`src/rtl/keypad_pkg.sv`:
```
// Shared types and sizing helpers for the keypad matrix scanner.
package keypad_pkg;

  localparam logic [1:0] ST_IDLE   = 2'd0;
  localparam logic [1:0] ST_SETTLE = 2'd1;
  localparam logic [1:0] ST_SAMPLE = 2'd2;

  typedef enum logic [1:0] {
    IDLE   = ST_IDLE,
    SETTLE = ST_SETTLE,
    SAMPLE = ST_SAMPLE
  } scan_state_t;

  // Column settle time in clocks, never less than one.
  function automatic int settle_clk(input int ns, input int mhz);
    int c;
    c = (ns * mhz) / 1000;
    return (c < 1) ? 1 : c;
  endfunction

  function automatic int idx_width(input int n);
    return (n <= 1) ? 1 : $clog2(n);
  endfunction

  function automatic int cnt_width(input int scans);
    return $clog2(scans + 1);
  endfunction

endpackage

```
`src/rtl/key_event_fifo.sv`:
```
// First-word-fall-through event FIFO; a push into a full FIFO succeeds when a pop happens in the same cycle.
module key_event_fifo
  import keypad_pkg::*;
#(
  parameter int WIDTH = 4,
  parameter int DEPTH = 4
) (
  input  logic             clk_i,
  input  logic             rst_i,
  input  logic             push_i,
  input  logic [WIDTH-1:0] push_data_i,
  input  logic             pop_i,
  output logic             full_o,
  output logic             empty_o,
  output logic             drop_o,
  output logic [WIDTH-1:0] head_o
);

  localparam int AW = $clog2(DEPTH);

  logic [WIDTH-1:0] mem_q [DEPTH];
  logic [AW:0]      wr_ptr_q, wr_ptr_d;
  logic [AW:0]      rd_ptr_q, rd_ptr_d;
  logic             do_push;
  logic             do_pop;

  assign empty_o = (wr_ptr_q == rd_ptr_q);
  assign full_o  = (wr_ptr_q[AW] != rd_ptr_q[AW]) && (wr_ptr_q[AW-1:0] == rd_ptr_q[AW-1:0]);
  assign do_pop  = pop_i && !empty_o;
  assign do_push = push_i && (!full_o || do_pop);
  assign drop_o  = push_i && full_o && !do_pop;
  assign head_o  = empty_o ? '0 : mem_q[rd_ptr_q[AW-1:0]];

  assign wr_ptr_d = do_push ? wr_ptr_q + 1'b1 : wr_ptr_q;
  assign rd_ptr_d = do_pop  ? rd_ptr_q + 1'b1 : rd_ptr_q;

  always_ff @(posedge clk_i or posedge rst_i) begin
    if (rst_i) begin
      wr_ptr_q <= '0;
      rd_ptr_q <= '0;
    end else begin
      wr_ptr_q <= wr_ptr_d;
      rd_ptr_q <= rd_ptr_d;
    end
  end

  // When full, the write slot is the head being popped this cycle, so the overwrite is safe.
  always_ff @(posedge clk_i) begin
    if (do_push) begin
      mem_q[wr_ptr_q[AW-1:0]] <= push_data_i;
    end
  end

endmodule

```
`src/rtl/keypad_scan_ctrl.sv`:
```
// Column-scanning keypad controller with per-key debounce and a press-event FIFO.
// Handshake: an entry moves on key_valid_o && key_ready_i; key_code_o is stable while key_valid_o waits for key_ready_i.
module keypad_scan_ctrl
  import keypad_pkg::*;
#(
  parameter int CLK_FREQ_MHZ   = 20,
  parameter int SETTLE_TIME_NS = 1000,
  parameter int ROWS           = 4,
  parameter int COLS           = 4,
  parameter int DEBOUNCE_SCANS = 3,
  parameter int FIFO_DEPTH     = 4
) (
  input  logic                                clk_i,
  input  logic                                rst_i,
  input  logic                                enable_i,
  input  logic [ROWS-1:0]                     row_i,
  output logic [COLS-1:0]                     col_o,
  output logic                                key_valid_o,
  output logic [idx_width(ROWS*COLS)-1:0]     key_code_o,
  input  logic                                key_ready_i,
  output logic                                overflow_o,
  input  logic                                overflow_clr_i
);

  localparam int SETTLE_CYC = settle_clk(SETTLE_TIME_NS, CLK_FREQ_MHZ) + 2;
  localparam int NKEYS      = ROWS * COLS;
  localparam int KW         = idx_width(NKEYS);
  localparam int CW         = cnt_width(DEBOUNCE_SCANS);
  localparam int TW         = $clog2(SETTLE_CYC);
  localparam int RIW        = idx_width(ROWS);
  localparam int CIW        = idx_width(COLS);

  localparam logic [TW-1:0]  TIMER_LAST = TW'(SETTLE_CYC - 1);
  localparam logic [RIW-1:0] ROW_LAST   = RIW'(ROWS - 1);
  localparam logic [CIW-1:0] COL_LAST   = CIW'(COLS - 1);
  localparam logic [CW:0]    CNT_LIMIT  = (CW + 1)'(DEBOUNCE_SCANS);

  logic [ROWS-1:0]            sync1_q, sync2_q;
  logic [ROWS-1:0]            rows_q, rows_d;
  scan_state_t                state_q, state_d;
  logic [TW-1:0]              timer_q, timer_d;
  logic [CIW-1:0]             col_q, col_d;
  logic [RIW-1:0]             row_q, row_d;
  logic [NKEYS-1:0]           stable_q, stable_d;
  logic [NKEYS-1:0][CW-1:0]   cnt_q, cnt_d;
  logic                       overflow_q, overflow_d;
  logic                       eval;
  logic                       push;
  logic                       sample;
  logic [CW:0]                cnt_inc;
  logic [KW-1:0]              key_idx;
  logic                       fifo_empty;
  logic                       fifo_full;
  logic                       fifo_drop;
  logic                       fifo_pop;

  assign key_idx = KW'(int'(col_q) * ROWS + int'(row_q));
  assign sample  = rows_q[row_q];

  always_comb begin
    col_o = '1;
    if (state_q != IDLE) begin
      col_o[col_q] = 1'b0;
    end
  end

  // Disable overrides every state; going through IDLE restarts the scan at column 0.
  always_comb begin
    state_d = state_q;
    timer_d = timer_q;
    col_d   = col_q;
    row_d   = row_q;
    rows_d  = rows_q;
    eval    = 1'b0;
    if (!enable_i) begin
      state_d = IDLE;
    end else begin
      case (state_q)
        IDLE: begin
          state_d = SETTLE;
          col_d   = '0;
          timer_d = '0;
        end
        SETTLE: begin
          if (timer_q == TIMER_LAST) begin
            rows_d  = sync2_q;
            row_d   = '0;
            state_d = SAMPLE;
          end else begin
            timer_d = timer_q + 1'b1;
          end
        end
        SAMPLE: begin
          eval = 1'b1;
          if (row_q == ROW_LAST) begin
            row_d   = '0;
            timer_d = '0;
            state_d = SETTLE;
            col_d   = (col_q == COL_LAST) ? '0 : col_q + 1'b1;
          end else begin
            row_d = row_q + 1'b1;
          end
        end
        default: state_d = IDLE;
      endcase
    end
  end

  // Saturating debounce: only a run of DEBOUNCE_SCANS differing samples flips the stable state.
  always_comb begin
    stable_d = stable_q;
    cnt_d    = cnt_q;
    push     = 1'b0;
    cnt_inc  = {1'b0, cnt_q[key_idx]} + 1'b1;
    if (eval) begin
      if (sample == stable_q[key_idx]) begin
        cnt_d[key_idx] = '0;
      end else if (cnt_inc == CNT_LIMIT) begin
        stable_d[key_idx] = sample;
        cnt_d[key_idx]    = '0;
        push              = sample;
      end else begin
        cnt_d[key_idx] = cnt_inc[CW-1:0];
      end
    end
  end

  always_comb begin
    overflow_d = overflow_q;
    if (fifo_drop) begin
      overflow_d = 1'b1;
    end else if (overflow_clr_i) begin
      overflow_d = 1'b0;
    end
  end

  always_ff @(posedge clk_i or posedge rst_i) begin
    if (rst_i) begin
      sync1_q    <= '0;
      sync2_q    <= '0;
      rows_q     <= '0;
      state_q    <= IDLE;
      timer_q    <= '0;
      col_q      <= '0;
      row_q      <= '0;
      stable_q   <= '0;
      cnt_q      <= '0;
      overflow_q <= 1'b0;
    end else begin
      sync1_q    <= ~row_i;
      sync2_q    <= sync1_q;
      rows_q     <= rows_d;
      state_q    <= state_d;
      timer_q    <= timer_d;
      col_q      <= col_d;
      row_q      <= row_d;
      stable_q   <= stable_d;
      cnt_q      <= cnt_d;
      overflow_q <= overflow_d;
    end
  end

  assign fifo_pop    = key_valid_o && key_ready_i;
  assign key_valid_o = !fifo_empty;
  assign overflow_o  = overflow_q;

  key_event_fifo #(
    .WIDTH (KW),
    .DEPTH (FIFO_DEPTH)
  ) u_fifo (
    .clk_i       (clk_i),
    .rst_i       (rst_i),
    .push_i      (push),
    .push_data_i (key_idx),
    .pop_i       (fifo_pop),
    .full_o      (fifo_full),
    .empty_o     (fifo_empty),
    .drop_o      (fifo_drop),
    .head_o      (key_code_o)
  );

  // Full is folded into drop/accept inside the FIFO; kept here for checker binding.
  logic unused_full;
  assign unused_full = fifo_full;

endmodule

```
`config.mk`:
```
export PLATFORM = sky130hd
export DESIGN_NAME = keypad_scan_ctrl
export DESIGN_NICKNAME = d
export VERILOG_FILES = /design/src/rtl/keypad_pkg.sv /design/src/rtl/key_event_fifo.sv /design/src/rtl/keypad_scan_ctrl.sv
export SDC_FILE = /design/constraint.sdc
export NUM_CORES = 1
export LEC_CHECK = 0
export ABC_AREA = 1
export BUFFER_PORTS_ARGS = -buffer_cell sky130_fd_sc_hd__buf_2
export CAP_MARGIN = 20
export CORE_ASPECT_RATIO = 0.75
export CORE_UTILIZATION = 50
export CTS_BUF_LIST = sky130_fd_sc_hd__clkbuf_2
export DETAILED_ROUTE_END_ITERATION = 16
export GPL_TIMING_DRIVEN = 0
export PLACE_DENSITY_LB_ADDON = 0.15
export SYNTH_ARGS = -nofsm -noshare
export SYNTH_HDL_FRONTEND = slang
export SYNTH_SLANG_ARGS = --single-unit
export TNS_END_PERCENT = 1
```
`constraint.sdc`:
```
create_clock -name clk_i -period 3.3 [get_ports clk_i]
set_input_delay 0.165 -clock clk_i [delete_from_list [all_inputs] [get_ports clk_i]]
set_output_delay 0.165 -clock clk_i [all_outputs]
set_load 0.05 [all_outputs]
```
==> flow_summary_export.csv, run 1 <==
group,metric,value,unit
logic_synthesis,synthArstFlopShare,0.830,
global_routing,grt_pass1_vias,4099,
clock_network,clk_path_buf_depth,2,
clock_network,cts_buffers,9,
routing,first_iter_violations,422,
clock_network,path_clk_slew,0.29,ns
floorplan,die_h,88.8,um
sta,finalHoldViolCount,0,
finish,area_growth,11.3,%
logic_synthesis,synth-seq-area-share,0.485,
routing,drtAntennaViolNets,0,
sta,min_period_over_period,0.965,
routing,vias,4258,
clock_network,clock_latency,0.62,ns
routing,drt-met1-wl,6060,um
routing,avgRoutedWirePerCell,15.6,um
logic_synthesis,avgSynthCellArea,8.16,um2
logic_synthesis,yosys.area.top_type_share,0.389,
power_and_ir_drop,pwr-share-seq,0.328,
floorplan,die_area,0.0104,mm2
floorplan,die_w,118,um
sta,fin_crit,3.18,ns
setup_path,start_kind,"flip-flop",
setup_path,crit_required,3.63,ns
setup_path,arrival,3.51,ns
power_and_ir_drop,p_clk_frac,0.168,
worst_hold_path,min_path_type,"input port to asynchronous set/reset pin",
logic_synthesis,synth_enable_flop_cells,16,
setup_path,cp_max_fo,11,
sta,final-setup-viol-count,0,
routing,routed_wl,12300,um
clock_network,htreeDepth,3,
placed_design,dp_cells,766,
placed_design,port_buffers,18,
logic_synthesis,synth.distinct_cells,38,
logic_synthesis,syn-instance-count,615,
routing,drc,0,
routing,viasPerCell,5.39,
global_routing,grt_remaining_overflow,0,
power_and_ir_drop,ir_drop,0.550,mV
power_and_ir_drop,intPower,2.34,mW
setup_path,worst-setup-path-type,"flip-flop to flip-flop",
sta,rsz0062_at_grt,"no",
floorplan,coreArea,0.00970,mm2
setup_path,reg2reg_from,"row_q[1]$_DFFE_PP0P_",
sta,drv_slew,0,
routing,drtPass1Iterations,5,
logic_synthesis,yosys-top-cells-area,"dfrtp_1, nand2_1, edfxtp_1",
power_and_ir_drop,leakage,2.80,nW
clock_network,tritoncts,"built",
finish,layoutNonFillerInstCount,790,
routing,wl_met3,678,um
setup_path,reg2reg_to,"u_fifo.mem_q[3][2]$_DFFE_PP_",
placed_design,dp.final_hpwl,8690,um
logic_synthesis,netlist_area,0.00502,mm2
logic_synthesis,ys.flop_type,"dfrtp_1",
floorplan,pin_count,19,
routing,dr_wl_met2,5390,um
logic_synthesis,ys_ff_latch,94,
global_routing,grt_pass1_wl,20600,um
sta,relSlewSlack,0.595,
finish,fin_nets,678,
finish,seqCellArea,0.00243,mm2
outcome,outcome,"finished, final reports clean",
finish,drive_gt1_frac,0.134,
clock_network,cts_root_buf,"clkbuf_2",
power_and_ir_drop,switching_share,0.474,
setup_path,r2r_setup_slack,0.12,ns
logic_synthesis,yosysWarningCount,0,
floorplan,row_count,31,
finish,fillCellCount,943,
setup_path,endpoint_kind,"flip-flop",
power_and_ir_drop,design_power_total,4.44,mW
global_routing,grt_max_degree,51,
finish,multi_input_area,0.00208,mm2
power_and_ir_drop,cellPowerDensity,796,mW/mm2
flow_run,maxCapViolations,0,
clock_network,cts_sinks,94,
sta,worst_pin_slew,0.608,ns
power_and_ir_drop,power_switching,2.10,mW
power_and_ir_drop,pwr-share-comb,0.504,
setup_path,reg2reg_depth,14,
placed_design,gp_congestion,0.863,
floorplan,start_util,0.518,
logic_synthesis,synth_top_cell_by_area,"dfrtp_1",
routing,top_layer_used,"met4",
global_routing,antenna_found_initial,0,
global_routing,grtUsageTotal,0.258,
logic_synthesis,synth_nets,640,
finish,num_antenna_cells,0,
sta,skew,0.0402,ns
sta,timing.fmax,314,MHz
[what timing repair did]
item,in CTS,in global routing
setup buffers,0,0
resized for setup,0,12
pin swaps,0,0
hold buffers,8,0
endpoints found under the setup margin,16,26
hold endpoints to repair,94,0
[worst max-delay path, cell delays in order (launching register included)]
cell and delay (ns):
dfrtp_2 0.54, inv_2 0.22, buf_2 0.30, nor2_1 0.08
o21ai_1 0.08, o211ai_1 0.11, nand3_1 0.11, nand2_1 0.07
inv_2 0.16, buf_6 0.18, ha_1 0.20, clkinvlp_4 0.20
nor2_8 0.23, nand3_4 0.20, nor2_4 0.23
[flip-flops by register name, summed over array words and instances, names as in the netlist]
register,count
sync1_q,4
col_q,2
u_fifo.mem_q,16
sync2_q,4
row_q,2
u_fifo.wr_ptr_q,3
cnt_q,32
rows_q,4
overflow_o,1
u_fifo.rd_ptr_q,3
timer_q,5
stable_q,16
state_q,2
[synthesized netlist by cell type, types with 2 or more instances]
cell type,instances
nand2_1,168
buf_4,3
a21oi_1,7
nand3_1,59
buf_6,5
inv_2,11
buf_2,12
xor2_1,4
nor2_2,2
dfrtp_1,78
o21ai_0,26
o221ai_1,4
nand4_1,35
o21ai_1,6
clkbuf_1,2
nor2_1,56
edfxtp_1,16
nand3b_1,2
xnor2_1,3
buf_8,2
ha_1,16
nand2_2,2
inv_1,78
o32ai_1,4
[power groups by stage]
stage / logic (mW) / clock network, mW / registers [mW]
3_3_place_gp: 2.15 / 0 / 1.47
4_1_cts: 2.21 / 0.756 / 1.45
2_1_floorplan: 1.64 / 0 / 1.44
6_report: 2.24 / 0.746 / 1.46
3_5_place_dp: 2.19 / 0 / 1.47
5_1_grt: 2.43 / 0.803 / 1.48
[per-layer routing]
layer  vias to the layer above  track usage
li1                       2057            -
met1                      2047        0.362
met2                       129        0.409
met3                        25       0.0503
met4                         0       0.0769
met5                         -            0
[layout make-up]
cell class / instances / share of cell area
inverter: 90 / 0.0616
timing repair buffer: 27 / 0.0354
multi-input combinational: 406 / 0.373
clock inverter: 7 / 0.0215
sequential: 94 / 0.436
clock buffer: 9 / 0.00806
buffer: 25 / 0.0354
tap: 132 / 0.0296
[per-stage QoR]
| stage | hold WS (ns) | worst slack [ns] | utilization | area [um2] | setup TNS, ns |
|---|---|---|---|---|---|
| 6_report | 0.0581 | 0.116 | 0.576 | 5590 | 0 |
| 5_1_grt | 0.0482 | 0.0150 | 0.576 | 5590 | 0 |
| 4_1_cts | 0.0390 | -0.110 | 0.572 | 5550 | -1.25 |
| 3_5_place_dp | 0.196 | -0.0875 | 0.547 | 5300 | -0.968 |
| 3_3_place_gp | 0.308 | -0.0573 | 0.544 | 5270 | -0.356 |
| 2_1_floorplan | 0.224 | 0.713 | - | 5020 | 0 |
[cell families after synthesis]
logic type	synth area share
compound gates	0.0616
flops	0.485
simple gates	0.293
buf+inv	0.106
fa+ha+maj	0.0399
mux	0.00224
xor+xnor	0.0122
[how the worst max path moves through the flow]
stage                                    start                           end  slack (ns)  cells past startpoint
final                     row_q[1]$_DFFE_PP0P_  u_fifo.mem_q[3][2]$_DFFE_PP_        0.12                     14
after global routing      row_q[1]$_DFFE_PP0P_  u_fifo.mem_q[3][2]$_DFFE_PP_        0.01                     14
after CTS                 row_q[1]$_DFFE_PP0P_  u_fifo.mem_q[1][2]$_DFFE_PP_       -0.11                     14
after detailed placement  row_q[1]$_DFFE_PP0P_  u_fifo.mem_q[1][2]$_DFFE_PP_       -0.09                     14
after global placement    row_q[1]$_DFFE_PP0P_  u_fifo.mem_q[3][2]$_DFFE_PP_       -0.06                     14
after floorplan           row_q[0]$_DFFE_PP0P_  u_fifo.mem_q[0][0]$_DFFE_PP_        0.71                     12
[cells in the final DEF, fill, tap and decap left out, types with 2 or more instances in the layout]
cell type and n:
o32ai_1 4, clkinvlp_4 2, nand2_2 2, dlygate4sd3_1 8, bufinv_16 3, inv_6 2
o21ai_0 26, dfrtp_1 77, nand4_1 35, ha_1 16, buf_6 5, nand3_1 59
o221ai_1 4, nand2_1 168, inv_2 11, edfxtp_1 16, nor2_2 2, o21ai_1 6
xnor2_1 3, nor2_1 52, nand3b_1 2, inv_1 77, clkbuf_2 10, buf_4 3
nor2_4 5, buf_2 30, xor2_1 4, buf_8 2, a21oi_1 7
Note: power is estimated with default switching activity, not from simulation.
==> run 2: changes to the inputs <==
--- a/config.mk
+++ b/config.mk
@@ -5,7 +5,7 @@
 export SDC_FILE = /design/constraint.sdc
 export NUM_CORES = 1
 export LEC_CHECK = 0
-export ABC_AREA = 1
+export ABC_AREA = 0
 export BUFFER_PORTS_ARGS = -buffer_cell sky130_fd_sc_hd__buf_2
 export CAP_MARGIN = 20
 export CORE_ASPECT_RATIO = 0.75
@@ -14,6 +14,7 @@
 export DETAILED_ROUTE_END_ITERATION = 16
 export GPL_TIMING_DRIVEN = 0
 export PLACE_DENSITY_LB_ADDON = 0.15
+export SKIP_CTS_REPAIR_TIMING = 1
 export SYNTH_ARGS = -nofsm -noshare
 export SYNTH_HDL_FRONTEND = slang
 export SYNTH_SLANG_ARGS = --single-unit
==> flow_summary_export.csv, run 2 <==
group,metric,value,unit
outcome,outcome,"finished, final reports clean",
sta,rsz0062_at_grt,"no",
sta,fin_setup_tns,0,ns
setup_path,max_stage_delay,0.55,ns
routing,drtPass1Iterations,4,
placed_design,port_buffers,17,
logic_synthesis,syn-instance-count,369,
setup_path,crit_slowest_cell,"mux4_2",
finish,seqCellArea,0.00243,mm2
sta,holdWs,0.117,ns
global_routing,antenna_found_initial,0,
logic_synthesis,ys_ff_latch,94,
global_routing,grtUsageTotal,0.211,
finish,num_antenna_cells,0,
logic_synthesis,synth_top_cell_by_area,"dfrtp_1",
finish,final_util,0.580,
global_routing,grt_pass1_wl,15000,um
logic_synthesis,synth-seq-area-share,0.528,
logic_synthesis,yosys-top-cells-area,"dfrtp_1, edfxtp_1, mux4_2",
sta,fin_crit,3.14,ns
sta,relSlewSlack,0.616,
finish,area_growth,9.72,%
floorplan,start_util,0.529,
sta,drv_slew,0,
routing,routed_wl,9130,um
logic_synthesis,synth_enable_flop_cells,16,
routing,drtAntennaViolNets,0,
finish,top_register,"cnt_q",
finish,final_area,0.00505,mm2
routing,avgRoutedWirePerCell,17.6,um
flow_run,maxCapViolations,0,
sta,final-setup-viol-count,0,
logic_synthesis,yosys.area.top_type_share,0.424,
setup_path,start_kind,"flip-flop",
global_routing,top_usage_layer,"met2",
finish,largest_register_ffs,32,
finish,fillCellCount,728,
clock_network,tritoncts,"built",
placed_design,gp_congestion,0.809,
finish,fin_nets,430,
global_routing,grt_pass1_vias,2932,
routing,first_iter_violations,217,
worst_hold_path,min_path_type,"input port to asynchronous set/reset pin",
finish,drive_gt1_frac,0.244,
setup_path,crit_path_frequent_cell,"buf_6",
finish,layoutNonFillerInstCount,518,
sta,min_period_over_period,0.950,
placed_design,place_ws,-0.182,ns
sta,worst_pin_slew,0.571,ns
floorplan,coreArea,0.00871,mm2
setup_path,endpoint_kind,"flip-flop",
floorplan,die_h,85.1,um
finish,final_common_cell,"dfrtp_1",
setup_path,crit_required,3.75,ns
placed_design,dpl_cell_area,0.00486,mm2
clock_network,cts_root_buf,"clkbuf_2",
clock_network,htreeDepth,3,
sta,timing.fmax,319,MHz
placed_design,dp_cells,495,
logic_synthesis,ys.flop_type,"dfrtp_1",
clock_network,clk_path_buf_depth,2,
sta,fin_ws,0.165,ns
floorplan,die_w,113,um
logic_synthesis,synth.distinct_cells,39,
floorplan,row_count,29,
logic_synthesis,netlist_area,0.00461,mm2
logic_synthesis,synth_nets,394,
clock_network,cts_sinks,94,
global_routing,grt_max_degree,51,
global_routing,grt_use_met2,0.316,
setup_path,worstPathCellList,"buf_6 > buf_6 > mux4_2 > a22o_1 > nor2_2 > ha_1 > and4b_2 > and2_1 > clkbuf_2 > nand3_1 > a32o_1",
setup_path,crit_buf_inv,3,
floorplan,pin_count,19,
logic_synthesis,synthTopCellsByCount,"dfrtp_1, nand2_1, o21ai_0",
placed_design,dp.final_hpwl,6460,um
logic_synthesis,yosysWarningCount,0,
clock_network,path_clk_slew,0.25,ns
power_and_ir_drop,ir_drop,0.252,mV
logic_synthesis,synthArstFlopShare,0.830,
finish,multi_input_area,0.00198,mm2
power_and_ir_drop,design_power_total,1.84,mW
global_routing,grtUsageMet1,0.311,
power_and_ir_drop,cellPowerDensity,365,mW/mm2
setup_path,cp_max_fo,10,
routing,vias,2938,
global_routing,gr-usage-met3,0.0493,
logic_synthesis,avgSynthCellArea,12.5,um2
floorplan,die_area,0.00961,mm2
power_and_ir_drop,leakage,2.28,nW
routing,drc,0,
setup_path,worst-setup-path-type,"flip-flop to flip-flop",
finish,most-common-layout-cells,"dfrtp_1, nand2_1, o21ai_0, buf_2, nand3_1",
logic_synthesis,synth_most_common_cell,"dfrtp_1",
sta,skew,0.0272,ns
setup_path,cp_top_family,"simple AND/OR/NAND/NOR gates",
sta,finalHoldViolCount,0,
clock_network,cts_buffers,9,
clock_network,clock_latency,0.55,ns
global_routing,grt_remaining_overflow,0,
setup_path,arrival,3.58,ns
routing,viasPerCell,5.67,
## run 2: final cells by class
cell class                 count  area share
clock inverter                 5     0.00990
inverter                      19      0.0146
sequential                    94       0.481
clock buffer                  11      0.0109
timing repair buffer          27      0.0396
tap                          108      0.0267
buffer                        22      0.0257
multi-input combinational    232       0.391
## run 2: path summary, 6_finish.rpt
kind / start / end / slack [ns] / cells after the start
worst max register to register: row_q[0]$_DFFE_PP0P_ / stable_q[3]$_DFFE_PP0P_ / 0.16 / 11
max in group asynchronous: rst_i / stable_q[10]$_DFFE_PP0P_ / 2.60 / 4
worst min register to register: sync1_q[0]$_DFF_PP0_ / sync2_q[0]$_DFF_PP0_ / 0.38 / 0
min in group clk_i: row_i[0] / sync1_q[0]$_DFF_PP0_ / 0.27 / 3
worst min-delay path: rst_i / timer_q[4]$_DFFE_PP0P_ / 0.12 / 3
worst max-delay path: row_q[0]$_DFFE_PP0P_ / stable_q[3]$_DFFE_PP0P_ / 0.16 / 11
## run 2: cells by family (layout without fill, tap and decap cells)
group / Yosys count / after routing / share of synthesized area
buffers and inverters: 43 / 84 / 0.0454
AND/OR/NAND/NOR: 105 / 105 / 0.111
multiplexers: 40 / 40 / 0.150
adder cells (fa/ha/maj): 16 / 16 / 0.0435
flip-flops: 94 / 94 / 0.528
XOR/XNOR: 9 / 9 / 0.0171
AO/OA/AOI/OAI: 62 / 62 / 0.105
## run 2: worst min-delay path, delay by kind of cell
kind / cells / cell delay, ns
buffers and inverters: 3 / 0.95
## run 2: layer usage
layer  vias up  share of wire
met5         -              0
met4         0         0.0093
met3         8          0.041
met2        53           0.45
met1      1472           0.49
li1       1405              -
## run 2: power by group
part / leakage (nW) / switching, mW / total [mW] / internal [mW]
Combinational: 1.01 / 0.0637 / 0.104 / 0.0406
Clock: 0.0697 / 0.362 / 0.538 / 0.176
Sequential: 1.20 / 0.00958 / 1.20 / 1.19
Total: 2.28 / 0.435 / 1.84 / 1.41
